<file path="config.mk">
export PLATFORM = sky130hd
export DESIGN_NAME = cgra_array_sched_flat
export DESIGN_NICKNAME = d
export VERILOG_FILES = /design/src/rtl/cgra_array_sched_pkg.sv /design/src/rtl/cgra_array_sched_if.sv /design/src/rtl/cgra_array_sched_tc_counter.sv /design/src/rtl/cgra_array_sched.sv /design/src/flat_wrapper.sv
export SDC_FILE = /design/constraint.sdc
export NUM_CORES = 1
export LEC_CHECK = 0
export BUFFER_PORTS_ARGS = -buffer_cell sky130_fd_sc_hd__buf_2
export CORE_MARGIN = 2
export CORE_UTILIZATION = 25
export CTS_BUF_LIST = sky130_fd_sc_hd__clkbuf_4
export CTS_CLUSTER_SIZE = 20
export DETAILED_ROUTE_END_ITERATION = 8
export PLACE_DENSITY = 0.44
export SYNTH_ARGS = -nofsm -noshare
export SYNTH_HDL_FRONTEND = slang
export SYNTH_SLANG_ARGS = --single-unit
</file>
<file path="constraint.sdc">
create_clock -name clk -period 3.6 [get_ports clk]
set_clock_uncertainty 0.15 [all_clocks]
set_input_delay 0.36 -clock clk [delete_from_list [all_inputs] [get_ports clk]]
set_output_delay 0.36 -clock clk [all_outputs]
set_load 0.05 [all_outputs]
</file>
<file path="src/rtl/cgra_array_sched_pkg.sv">
// Shared constants and FSM encoding for the CGRA array sequencer and PE instruction memories.
package cgra_array_sched_pkg;

   localparam int unsigned INST_AWIDTH_DEF  = 10;
   localparam int unsigned ITER_WIDTH_DEF   = 16;
   localparam int unsigned DRAIN_CYCLES_DEF = 4;
   localparam int unsigned CWIDTH_DEF       = 32;

   typedef enum logic [1:0] {
      ST_IDLE  = 2'd0,
      ST_RUN   = 2'd1,
      ST_DRAIN = 2'd2,
      ST_DONE  = 2'd3
   } state_e;

   // Counter width able to hold 0..n-1, never narrower than one bit
   function automatic int unsigned cnt_width(input int unsigned n);
      return (n <= 2) ? 1 : $clog2(n);
   endfunction

endpackage

</file>
<file path="src/rtl/cgra_array_sched_if.sv">
// Host-side control/status bundle of the array sequencer.
interface cgra_array_sched_if #(
   parameter int unsigned INST_AWIDTH = cgra_array_sched_pkg::INST_AWIDTH_DEF,
   parameter int unsigned ITER_WIDTH  = cgra_array_sched_pkg::ITER_WIDTH_DEF,
   parameter int unsigned CWIDTH      = cgra_array_sched_pkg::CWIDTH_DEF
);
   logic                   start;
   logic                   abort;
   logic                   stall;
   logic [INST_AWIDTH:0]   inst_num;
   logic [ITER_WIDTH-1:0]  iter_num;
   logic                   ready;
   logic                   pe_array_busy;
   logic [INST_AWIDTH-1:0] inst_addr;
   logic [ITER_WIDTH-1:0]  iter_cnt;
   logic                   done;
   logic [CWIDTH-1:0]      cycle_cnt;

   modport master (
      output start, abort, stall, inst_num, iter_num,
      input  ready, pe_array_busy, inst_addr, iter_cnt, done, cycle_cnt
   );

   modport slave (
      input  start, abort, stall, inst_num, iter_num,
      output ready, pe_array_busy, inst_addr, iter_cnt, done, cycle_cnt
   );
endinterface

</file>
<file path="src/rtl/cgra_array_sched_tc_counter.sv">
// Clearable up-counter with terminal-count compare; optionally wraps to 0 at terminal count.
module cgra_array_sched_tc_counter #(
   parameter int unsigned W    = 8,
   parameter bit          WRAP = 1'b1
) (
   input  logic         clk,
   input  logic         rst,
   input  logic         clr,
   input  logic         en,
   input  logic [W-1:0] tc_val,
   output logic [W-1:0] cnt,
   output logic         tc
);

   assign tc = (cnt == tc_val);

   always_ff @(posedge clk or posedge rst) begin
      if (rst)
         cnt <= '0;
      else if (clr)
         cnt <= '0;
      else if (en)
         cnt <= (WRAP && tc) ? '0 : cnt + W'(1);
   end

endmodule

</file>
<file path="src/rtl/cgra_array_sched.sv">
// Run-time sequencer for the 2x2 torus PE array: issues Inst_Num x Iter_Num instruction
// addresses, drains the PE pipeline, then pulses done.
module cgra_array_sched
   import cgra_array_sched_pkg::*;
#(
   parameter int unsigned INST_AWIDTH  = INST_AWIDTH_DEF,
   parameter int unsigned ITER_WIDTH   = ITER_WIDTH_DEF,
   parameter int unsigned DRAIN_CYCLES = DRAIN_CYCLES_DEF,
   parameter int unsigned CWIDTH       = CWIDTH_DEF
) (
   input  logic               clk,
   input  logic               rst,
   cgra_array_sched_if.slave  bus
);

   localparam int unsigned DW = cnt_width(DRAIN_CYCLES);

   state_e                 state;
   state_e                 state_nx;
   logic [INST_AWIDTH:0]   inst_num_q;
   logic [ITER_WIDTH-1:0]  iter_num_q;
   logic [CWIDTH-1:0]      cycle_cnt_q;
   logic [INST_AWIDTH-1:0] addr_cnt;
   logic [ITER_WIDTH-1:0]  iter_cnt;
   logic [DW-1:0]          drain_cnt_unused;
   logic                   addr_tc;
   logic                   iter_tc;
   logic                   drain_tc;
   logic                   addr_wrap;
   logic                   last_issue;

   logic                   ready_c;
   logic                   issue_c;
   logic                   done_c;
   logic                   launch_c;
   logic                   cyc_en_c;
   logic                   drain_en_c;

   assign addr_wrap  = issue_c & addr_tc;
   assign last_issue = addr_wrap & iter_tc;

   always_ff @(posedge clk or posedge rst) begin
      if (rst)
         state <= ST_IDLE;
      else
         state <= state_nx;
   end

   // Abort overrides every transition, including a launch in IDLE
   always_comb begin
      state_nx = state;
      if (bus.abort) begin
         state_nx = ST_IDLE;
      end else begin
         case (state)
            ST_IDLE:  if (bus.start)
                         state_nx = (bus.inst_num == '0 || bus.iter_num == '0) ? ST_DONE : ST_RUN;
            ST_RUN:   if (last_issue) state_nx = ST_DRAIN;
            ST_DRAIN: if (drain_tc)   state_nx = ST_DONE;
            ST_DONE:  state_nx = ST_IDLE;
            default:  state_nx = ST_IDLE;
         endcase
      end
   end

   // Busy and done also react to abort within the same cycle
   always_comb begin
      ready_c    = 1'b0;
      issue_c    = 1'b0;
      done_c     = 1'b0;
      launch_c   = 1'b0;
      cyc_en_c   = 1'b0;
      drain_en_c = 1'b0;
      case (state)
         ST_IDLE: begin
            ready_c  = 1'b1;
            launch_c = bus.start & ~bus.abort;
         end
         ST_RUN: begin
            issue_c  = ~bus.stall & ~bus.abort;
            cyc_en_c = ~bus.abort;
         end
         ST_DRAIN: begin
            drain_en_c = 1'b1;
            cyc_en_c   = ~bus.abort;
         end
         ST_DONE:  done_c = ~bus.abort;
         default: ;
      endcase
   end

   always_ff @(posedge clk or posedge rst) begin
      if (rst) begin
         inst_num_q <= '0;
         iter_num_q <= '0;
      end else if (launch_c) begin
         inst_num_q <= bus.inst_num;
         iter_num_q <= bus.iter_num;
      end
   end

   // Profiling counter saturates rather than wrapping
   always_ff @(posedge clk or posedge rst) begin
      if (rst)
         cycle_cnt_q <= '0;
      else if (launch_c)
         cycle_cnt_q <= '0;
      else if (cyc_en_c && cycle_cnt_q != '1)
         cycle_cnt_q <= cycle_cnt_q + CWIDTH'(1);
   end

   cgra_array_sched_tc_counter #(.W(INST_AWIDTH), .WRAP(1'b1)) u_addr_cnt (
      .clk    (clk),
      .rst    (rst),
      .clr    (launch_c),
      .en     (issue_c),
      .tc_val (INST_AWIDTH'(inst_num_q - (INST_AWIDTH+1)'(1))),
      .cnt    (addr_cnt),
      .tc     (addr_tc)
   );

   cgra_array_sched_tc_counter #(.W(ITER_WIDTH), .WRAP(1'b0)) u_iter_cnt (
      .clk    (clk),
      .rst    (rst),
      .clr    (launch_c),
      .en     (addr_wrap),
      .tc_val (iter_num_q - ITER_WIDTH'(1)),
      .cnt    (iter_cnt),
      .tc     (iter_tc)
   );

   cgra_array_sched_tc_counter #(.W(DW), .WRAP(1'b1)) u_drain_cnt (
      .clk    (clk),
      .rst    (rst),
      .clr    (~drain_en_c),
      .en     (drain_en_c),
      .tc_val (DW'(DRAIN_CYCLES - 1)),
      .cnt    (drain_cnt_unused),
      .tc     (drain_tc)
   );

   assign bus.ready         = ready_c;
   assign bus.pe_array_busy = issue_c;
   assign bus.done          = done_c;
   assign bus.inst_addr     = addr_cnt;
   assign bus.iter_cnt      = iter_cnt;
   assign bus.cycle_cnt     = cycle_cnt_q;

endmodule

</file>
<file path="src/flat_wrapper.sv">
// flat-port wrapper written by rule: the top's interface ports become plain ports
module cgra_array_sched_flat import cgra_array_sched_pkg::*;
#(
   parameter int unsigned INST_AWIDTH  = INST_AWIDTH_DEF,
   parameter int unsigned ITER_WIDTH   = ITER_WIDTH_DEF,
   parameter int unsigned DRAIN_CYCLES = DRAIN_CYCLES_DEF,
   parameter int unsigned CWIDTH       = CWIDTH_DEF
)
  (clk, rst, bus_start, bus_abort, bus_stall, bus_inst_num, bus_iter_num, bus_ready, bus_pe_array_busy, bus_inst_addr, bus_iter_cnt, bus_done, bus_cycle_cnt);
  cgra_array_sched_if #(.INST_AWIDTH(INST_AWIDTH), .ITER_WIDTH(ITER_WIDTH), .CWIDTH(CWIDTH)) bus_i ();
  input  logic clk;
  input  logic rst;
  input wire logic [$bits(bus_i.start)-1:0] bus_start;
  input wire logic [$bits(bus_i.abort)-1:0] bus_abort;
  input wire logic [$bits(bus_i.stall)-1:0] bus_stall;
  input wire logic [$bits(bus_i.inst_num)-1:0] bus_inst_num;
  input wire logic [$bits(bus_i.iter_num)-1:0] bus_iter_num;
  output wire logic [$bits(bus_i.ready)-1:0] bus_ready;
  output wire logic [$bits(bus_i.pe_array_busy)-1:0] bus_pe_array_busy;
  output wire logic [$bits(bus_i.inst_addr)-1:0] bus_inst_addr;
  output wire logic [$bits(bus_i.iter_cnt)-1:0] bus_iter_cnt;
  output wire logic [$bits(bus_i.done)-1:0] bus_done;
  output wire logic [$bits(bus_i.cycle_cnt)-1:0] bus_cycle_cnt;
  assign bus_i.start = bus_start;
  assign bus_i.abort = bus_abort;
  assign bus_i.stall = bus_stall;
  assign bus_i.inst_num = bus_inst_num;
  assign bus_i.iter_num = bus_iter_num;
  assign bus_ready = bus_i.ready;
  assign bus_pe_array_busy = bus_i.pe_array_busy;
  assign bus_inst_addr = bus_i.inst_addr;
  assign bus_iter_cnt = bus_i.iter_cnt;
  assign bus_done = bus_i.done;
  assign bus_cycle_cnt = bus_i.cycle_cnt;
  cgra_array_sched #(.INST_AWIDTH(INST_AWIDTH), .ITER_WIDTH(ITER_WIDTH), .DRAIN_CYCLES(DRAIN_CYCLES), .CWIDTH(CWIDTH)) u_core (.clk(clk), .rst(rst), .bus(bus_i));
endmodule
</file>
==> results of run 1 <==
## report_power, final
group	switching, mW	internal, mW
logic	0.931	0.613
clock network	0.398	0.283
registers	0.302	1.17
## cells in the mapped netlist, types with 9 or more instances
master      n  share of area [%]
ha_1       10                2.3
nand4_1    16                1.8
nand3_1    27                2.5
nor4_1     19                2.2
nor2_1     71                4.9
o21ai_0    15                1.4
clkbuf_1   22                1.5
inv_1      18                1.2
dfrtp_1    88                 40
and3_1      9                1.0
xor2_1     22                3.5
nor3b_1     9                1.2
nand2_1   102                7.0
a21oi_1    15                1.4
xnor2_1    33                5.3
nor3_1     14                1.3
## sequential cells by signal, indices dropped and copies added (netlist names)
signal,flops
u_core.u_drain_cnt.cnt,2
u_core.inst_num_q,10
u_core.state,2
u_core.u_iter_cnt.cnt,16
u_core.u_addr_cnt.cnt,10
u_core.iter_num_q,16
u_core.bus.cycle_cnt,32
## final cells by class
| cell class | instances | area, µm² | area share [%] |
|---|---|---|---|
| clock buffers | 9 | 67.6 | 1.01 |
| diodes | 1 | 2.50 | 0.0376 |
| flip-flops and latches | 88 | 2200 | 33.1 |
| clock inverters | 7 | 95.1 | 1.43 |
| inverters | 18 | 68.8 | 1.03 |
| repair buffers | 128 | 811 | 12.2 |
| multi-input cells | 488 | 3060 | 46.0 |
| well taps | 280 | 350 | 5.26 |
## worst max-delay path: cells and delay by family, from the launching register on
kind | cells | cell delay [ns]
flops | 1 | 0.44
fa+ha+maj | 1 | 0.27
simple gates | 2 | 0.29
buf+inv | 1 | 0.09
compound gates | 5 | 1.68
## final timing paths
| path | from | endpoint | slack [ns] | cells after the start |
|---|---|---|---|---|
| max | u_core.inst_num_q[0]$_DFFE_PP0P_ | u_core.u_addr_cnt.cnt[5]$_DFFE_PP0P_ | 0.59 | 9 |
| min | bus_abort | u_core.state[0]$_DFFE_PP0P_ | 0.09 | 2 |
| max reg2reg | u_core.inst_num_q[0]$_DFFE_PP0P_ | u_core.u_addr_cnt.cnt[5]$_DFFE_PP0P_ | 0.59 | 9 |
| min reg2reg | u_core.u_drain_cnt.cnt[0]$_DFF_PP0_ | u_core.u_drain_cnt.cnt[0]$_DFF_PP0_ | 0.29 | 1 |
| max in group asynchronous | rst | u_core.u_iter_cnt.cnt[9]$_DFFE_PP0P_ | 2.51 | 4 |
| min in group asynchronous | rst | u_core.bus.cycle_cnt[5]$_DFFE_PP0P_ | 0.35 | 4 |
## stage by stage
step                utilization (%)  cells
floorplan                         -    626
global placement               28.7    975
detailed placement             28.7    975
CTS                            30.7   1018
global route                   30.7   1019
finish                         30.7   1019
## layer usage
metal	share of wire [%]	wire length (µm)	vias to the layer above	global-route usage (%)
met5	0	0	-	0
met4	1.8	289	0	4.72
met3	3.7	592	16	2.45
met2	46	7330	95	22.2
met1	48	7660	2351	19.2
li1	-	-	2418	-
## kinds of logic after synthesis
group	Yosys count
and+or+nand+nor	322
AOI/OAI and AO/OA	92
DFF	88
xor gates and xnor gates	57
buffers and inverters	50
adders and majority gates	10
muxes	7
==> results by stage, run 1 <==
Yosys:
- Sequential elements use 40.2% of the synthesized area.
- The synthesized design contains 88 register bits.
- The area share of xor/xnor cells in the synthesized design is under 10%.
- The area fraction in and, or, nand and nor cells after synthesis is a little under a third.
- The adder-cell share of the synthesized area is ~2.3%.
- Multiplexer cells account for approximately 1.3% of the synthesized area.
- The dominant combinational cell family by area after synthesis is simple AND/OR/NAND/NOR gates.
- The gate count of the mapped netlist is around 630.
- The netlist area before placement is between 5000 and 6000 µm².
- The synthesized net count is roughly 670.
- For this run, the number of Yosys warnings is 0.
- Summing the areas of all compound-gate instances in the mapped netlist gives roughly 12% of the synthesized area.
- The average instance in the mapped netlist occupies between 8 and 9 µm².
- The synthesized netlist contains 70 unique library cells.
- Counting flops with a built-in enable in the synthesized netlist gives 0.
- The commonest register cell after synthesis is dfrtp_1.
- The fraction of registers with async set/reset is 100%.

Global routing:
- The largest net degree at the start of global routing is 89.
- The global-route congestion overflow total is 0.
- In the global route stage, overall resource usage came out at between 10% and 20%.
- The number of antenna violations at the first check in global routing is 1.
- The first global-routing pass estimated about 26000 µm of wire.
- The number of global-route vias before repair is roughly 4800.

Detailed routing:
- The initial detailed-routing violation count is 264.
- Dividing the detail-routed wire length by the instance count gives approximately 16 µm.
- After detailed routing, the number of remaining DRC violations is 0.
- The routed wire length is about 16000 µm.
- The count of nets left with antenna violations once routing finished came out at 0.
- The vias per cell is 4.79.
- The first detailed-routing pass ran for 4 iterations.
- Detailed routing inserted a total of 4880 vias.

Status:
- The flow ran to the end, and the final reports show no timing, DRC or antenna violations.

Die:
- The floorplan step set the die width to about 150 µm.
- The number of cell rows is 54.
- The y dimension of the die is between 150 and 200 µm.
- Pin placement for this block handled slightly above 90 I/O pins.
- The floorplan step defined a die boundary enclosing 23100 µm².
- The core region is 21700 µm².
- The initial cell density of the core is roughly a quarter.

Job:
- The max capacitance violation total is 0.

Clock network:
- After clock tree synthesis, the repair step resized 0 gates.
- CTS built an H-tree with a depth of 3.
- TritonCTS built the clock tree.
- Buffers added to address setup during post-CTS repair amount to 0.
- At the later pin of the worst-skew pair, clock insertion delay measures about 0.48 ns.
- For this design, the sink count on the clock tree is 88.
- The clock transition at the registers of the reported paths is around 0.16 ns.
- The number of CTS-inserted buffers is 9.
- The clock root buffer is clkbuf_4.
- Counting along the longest clock path gives a buffer depth of 2.
- The number of hold buffers added after CTS was 27.

Cells and area:
- The top cell types in the final layout, fill and taps aside, are 102 x nand2_1, 92 x buf_2, 88 x dfrtp_1.
- Leaving out fill and tap cells, the most frequent cell in the layout is nand2_1.
- The final non-filler cell area is about 6700 µm².
- The post-synthesis to final-layout area growth is 21.6%.
- For this run, the post-layout net count is between 700 and 800.
- The layout filler cell count is between 2000 and 2500.
- In the final layout, the share of cells above drive strength 1 is around 20%.

Worst setup path:
- The slowest stage of the critical path is the a2111oi_1 cell.
- Data on the critical path arrives at its endpoint at between 3 and 4 ns.
- The startpoint class of the critical path is a flop.
- Along the worst path, the maximum fanout reaches 14.
- For the worst setup path, the data required time is about 3.9 ns.
- Walking the worst path, the cells encountered are inv_1 -> ha_1 -> o21ba_2 -> nor2_1 -> a2111oi_1 -> a211oi_4 -> o211ai_2 -> and2b_1 -> o21a_1.
- STA classifies the critical path endpoint as a flop.
- In this design, the stage delay of the slowest critical-path cell is ~0.6 ns.
- The worst setup path is of the flop to flop kind.

Power and ir drop:
- The post-route total power is between 3 and 4 mW.
- The maximum ir drop on the vdd rail is between 0.0001 and 0.00015 V.
- In this run the power density over the cells is ~550 nW/µm².
- The reported leakage power is between 3 and 4 nW.

Place:
- Prior to clock tree synthesis, the placed netlist has a worst setup slack of around 0.62 ns.
- The routability congestion estimate from global placement is roughly 0.78.
- Buffers placed on the I/O ports in this run total between 90 and 100.
- The detailed placer's ending HPWL is 11400 µm.
- The total cell area at the placement stage is about 6200 µm².

Timing:
- Based on the critical path, the design can be clocked at up to ~0.33 GHz.
- The final critical-path share of the clock period is between 80% and 90%.
- Setup repair after global routing left no endpoint under its margin.
- Setup slack closes at around 0.59 ns.
- The slew at the pin with the worst max-slew slack is roughly 0.66 ns.
- The time the final worst path needs with I/O delays and setup is approximately 3.0 ns.
- The relative slew slack is between 50% and 60%.
- Setup violations remaining at the end of the flow were counted as 0.
- Adding up every negative setup slack in the final design gives 0 ns.
- The total count of hold-check failures in the final report was 0.
- The worst hold slack after final layout is 0.0886 ns.
- The max-slew violation count is 0.

Hold path:
- The type of the worst min-delay path is input port to flop.
Note: power is estimated with default switching activity, not from simulation.
==> run 2, diff against run 1 <==
Clock period 3.6 ns to 3.05 ns, I/O delays scaled along.
==> run 2 against run 1 <==
  * Wire length up 0.35%
  * Critical path depth is the same
  * Highest routed layer unchanged
  * Critical path type unchanged
  * Worst setup slack got worse by 0.37 ns
  * Power grew 18%
  * Largest power group unchanged
==> results by stage, run 2 (same netlist as run 1, synthesis figures left out) <==
Worst setup path:
- The critical path arrival is 3.06 ns.
- The cell with the largest stage delay on the worst path is or4b_4.
- STA classifies the critical path endpoint as a flop.
- Along the worst path, the maximum fanout reaches 6.
- The capture point of the critical path is u_core.state[1]$_DFFE_PP0P_.
- In this design, the largest share of critical-path delay is due to simple AND/OR/NAND/NOR gates.
- Counting both buffers and inverters, the worst setup path holds a total of 1.
- The worst setup path is of the flop to flop kind.
- The worst flop-to-flop path startpoint is u_core.iter_num_q[0]$_DFFE_PP0P_.
- The signal on the critical path passes through inv_1 -> ha_1 -> or4b_4 -> o21ai_2 -> a21o_1 -> a31oi_2 -> nor4_2 -> a2111oi_1 -> or3_1.
- At the worst endpoint, the required time is ~3.3 ns.
- The number of cells traversed by the worst register-to-register path is 9.
- The slack of the worst reg-to-reg path is ~0.22 ns.
- The startpoint class of the critical path is a flop.
- Tracing the worst setup path back leads to its startpoint at u_core.iter_num_q[0]$_DFFE_PP0P_.
- The critical register-to-register path endpoint is u_core.state[1]$_DFFE_PP0P_.
- For this run, the slowest stage of the critical path takes about 0.53 ns.
- Counting buffers and inverters, the worst setup path is 9 cells deep.

Global routing:
- The number of global-route vias before repair is around 4900.
- The largest net degree at the start of global routing is 89.
- The first-pass GRT wire length is approximately 27000 µm.
- The total track usage is between 10% and 20%.
- The global-route congestion overflow total is 0.
- The number of antenna violations at the first check in global routing is 1.

Cells and area:
- The layout has approximately 2300 filler cells.
- The net count of the finished layout is 787.
- The fraction of final layout cells with drive strength greater than 1 is around 22%.
- The top cell types in the final layout, fill and taps aside, are 102 x nand2_1, 92 x buf_2, 88 x dfrtp_1.
- The final non-filler cell area is between 6000 and 7000 µm².
- The register with the most flip-flops in the layout has 32 of them.
- The library cell used most frequently in the layout, excluding fill and tap cells, is nand2_1.
- From synthesis to final layout, the design area changed by 23.5%.

Timing:
- The max-slew violation count is 0.
- Based on the critical path, the design can be clocked at up to around 0.35 GHz.
- For the final routed database, the setup TNS stands at 0 ns.
- Of the available clock period, the critical path in the final layout requires a little over 90%.
- The total count of hold-check failures in the final report was 0.
- The clock period could shrink to between 2 and 3 ns.
- For the pin with the worst max-slew slack, the measured transition is approximately 0.55 ns.
- Setup repair after global routing left no endpoint under its margin.
- The relative slew slack is 63.2%.
- The count of final setup violators is 0.

Detailed routing:
- The initial detailed-routing violation count is 170.
- After detailed routing, the wire length on met1 is ~7500 µm.
- Dividing the detail-routed wire length by the instance count gives approximately 15 µm.
- The routed wire length is 15900 µm.
- The detail route stage leaves a number of antenna-violating nets equal to 0.
- The met2 wire length is 7480 µm.
- The number of optimization iterations in the first detailed-route pass is 4.
- The detailed router placed 4924 vias in this run.
- In the detailed route, the total length drawn on met3 is about 600 µm.
- The count of unresolved DRC violations after routing is 0.
- The highest layer touched by signal routing is met4.
- Using the TritonRoute via totals, the vias-per-cell ratio works out to ~4.8.

Status:
- The flow ran to the end, and the final reports show no timing, DRC or antenna violations.

Clock network:
- The post-CTS repair timing setup buffer count is 0.
- The CTS H-tree depth is 3.
- The TritonCTS clock tree is done.
- The clock passes through at most 2 buffers.
- The number of CTS-inserted buffers is 9.
- The count of clock tree sinks is between 80 and 90.
- Clock-pin slew was measured on the worst setup and hold paths at 0.14 ns.
- The clock latency of the later-clocked register in the worst-skew pair is around 0.48 ns.
- Clock tree synthesis selected as its root buffer the cell clkbuf_4.

Hold path:
- The worst hold path was traced through 2 stages.
- The type of the worst min-delay path is input port to flop.
- The start point of the worst hold path is bus_abort.

Place:
- During placement, the flow inserted port buffers numbering 92.
- The detailed placer's ending HPWL is between 10000 and 15000 µm.
- After detailed placement, the total cell area comes to 6330 µm².
- The congestion estimate from routability-driven global placement came to ~0.8.

Power and ir drop:
- The combinational fraction of design power is 44.8%.
- Of the total power, registers draw 39.4%.
- The power per unit of standard cell area is about 650 nW/µm².
- The worst-case IR drop observed on VDD is 0.000251 V.
- The share of total power consumed by net switching is between 40% and 50%.
- The internal portion of the total power is between 2 and 2.5 mW.
- The clock network burns around 16% of the power.
- The power dissipated by switching net loads is around 1.9 mW.
- The reported leakage power is approximately 3.1 nW.

Die:
- In this run the count of I/O pins placed on the die edge is between 90 and 100.
- The initialized floorplan defines 54 standard-cell rows.
- For this configuration, the core starts out at a cell density of between 20% and 30%.
- The die is around 150 µm tall.
- In this run the standard cell core region covers between 20000 and 25000 µm².
- The full die area is 23100 µm².
- Measured along the x axis, the die boundary spans around 150 µm.

Job:
- The tool flagged a number of max-cap violations equal to 0.
run 2: through the flow:
step | hold WS [ns] | worst slack (ns) | std cells | total power, mW | utilization, %
finish | 0.0452 | 0.220 | 1030 | 4.37 | 31.2
global route | 0.0484 | 0.0150 | 1030 | 4.78 | 31.2
CTS | 0.0180 | 0.127 | 1029 | 4.40 | 31.0
detailed placement | 0.275 | 0.160 | 987 | 3.66 | 29.2
global placement | 0.276 | 0.217 | 987 | 3.67 | 29.2
floorplan | 0.258 | 0.251 | 626 | 3.13 | -
run 2: how the worst min path moves through the flow:
stage | to | slack [ns]
final | u_core.state[0]$_DFFE_PP0P_ | 0.05
after global placement | u_core.u_drain_cnt.cnt[0]$_DFF_PP0_ | 0.28
after detailed placement | u_core.u_drain_cnt.cnt[0]$_DFF_PP0_ | 0.27
after floorplan | u_core.u_drain_cnt.cnt[0]$_DFF_PP0_ | 0.26
after CTS | u_core.state[0]$_DFFE_PP0P_ | 0.02
after global routing | u_core.state[0]$_DFFE_PP0P_ | 0.05
run 2: layer usage:
metal,global-route usage (%),vias to the layer above
met5,0,-
met4,4.67,0
met3,3.02,24
met2,23.3,91
met1,19.0,2345
li1,-,2464
run 2: layout make-up:
| cell class | count | area, µm² | share of cell area (%) |
|---|---|---|---|
| clock buffer | 9 | 67.6 | 0.999 |
| timing repair buffer | 140 | 913 | 13.5 |
| tap | 280 | 350 | 5.18 |
| clock inverter | 6 | 61.3 | 0.906 |
| sequential | 88 | 2200 | 32.6 |
| multi-input combinational | 488 | 3100 | 45.8 |
| inverter | 18 | 68.8 | 1.02 |
| antenna | 1 | 2.50 | 0.0370 |
run 2: what timing repair did:
action	4_1_cts	5_1_grt
resized for setup	0	7
endpoints found under the setup margin	0	14
hold buffers	27	0
endpoints found under the hold margin	114	0
run 2: power groups by stage:
stage	combinational [mW]	sequential (mW)	clock (mW)
4_1_cts	1.95	1.73	0.723
3_5_place_dp	1.91	1.75	0
3_3_place_gp	1.92	1.75	0
5_1_grt	2.22	1.78	0.780
6_report	1.96	1.72	0.688
2_1_floorplan	1.45	1.68	0
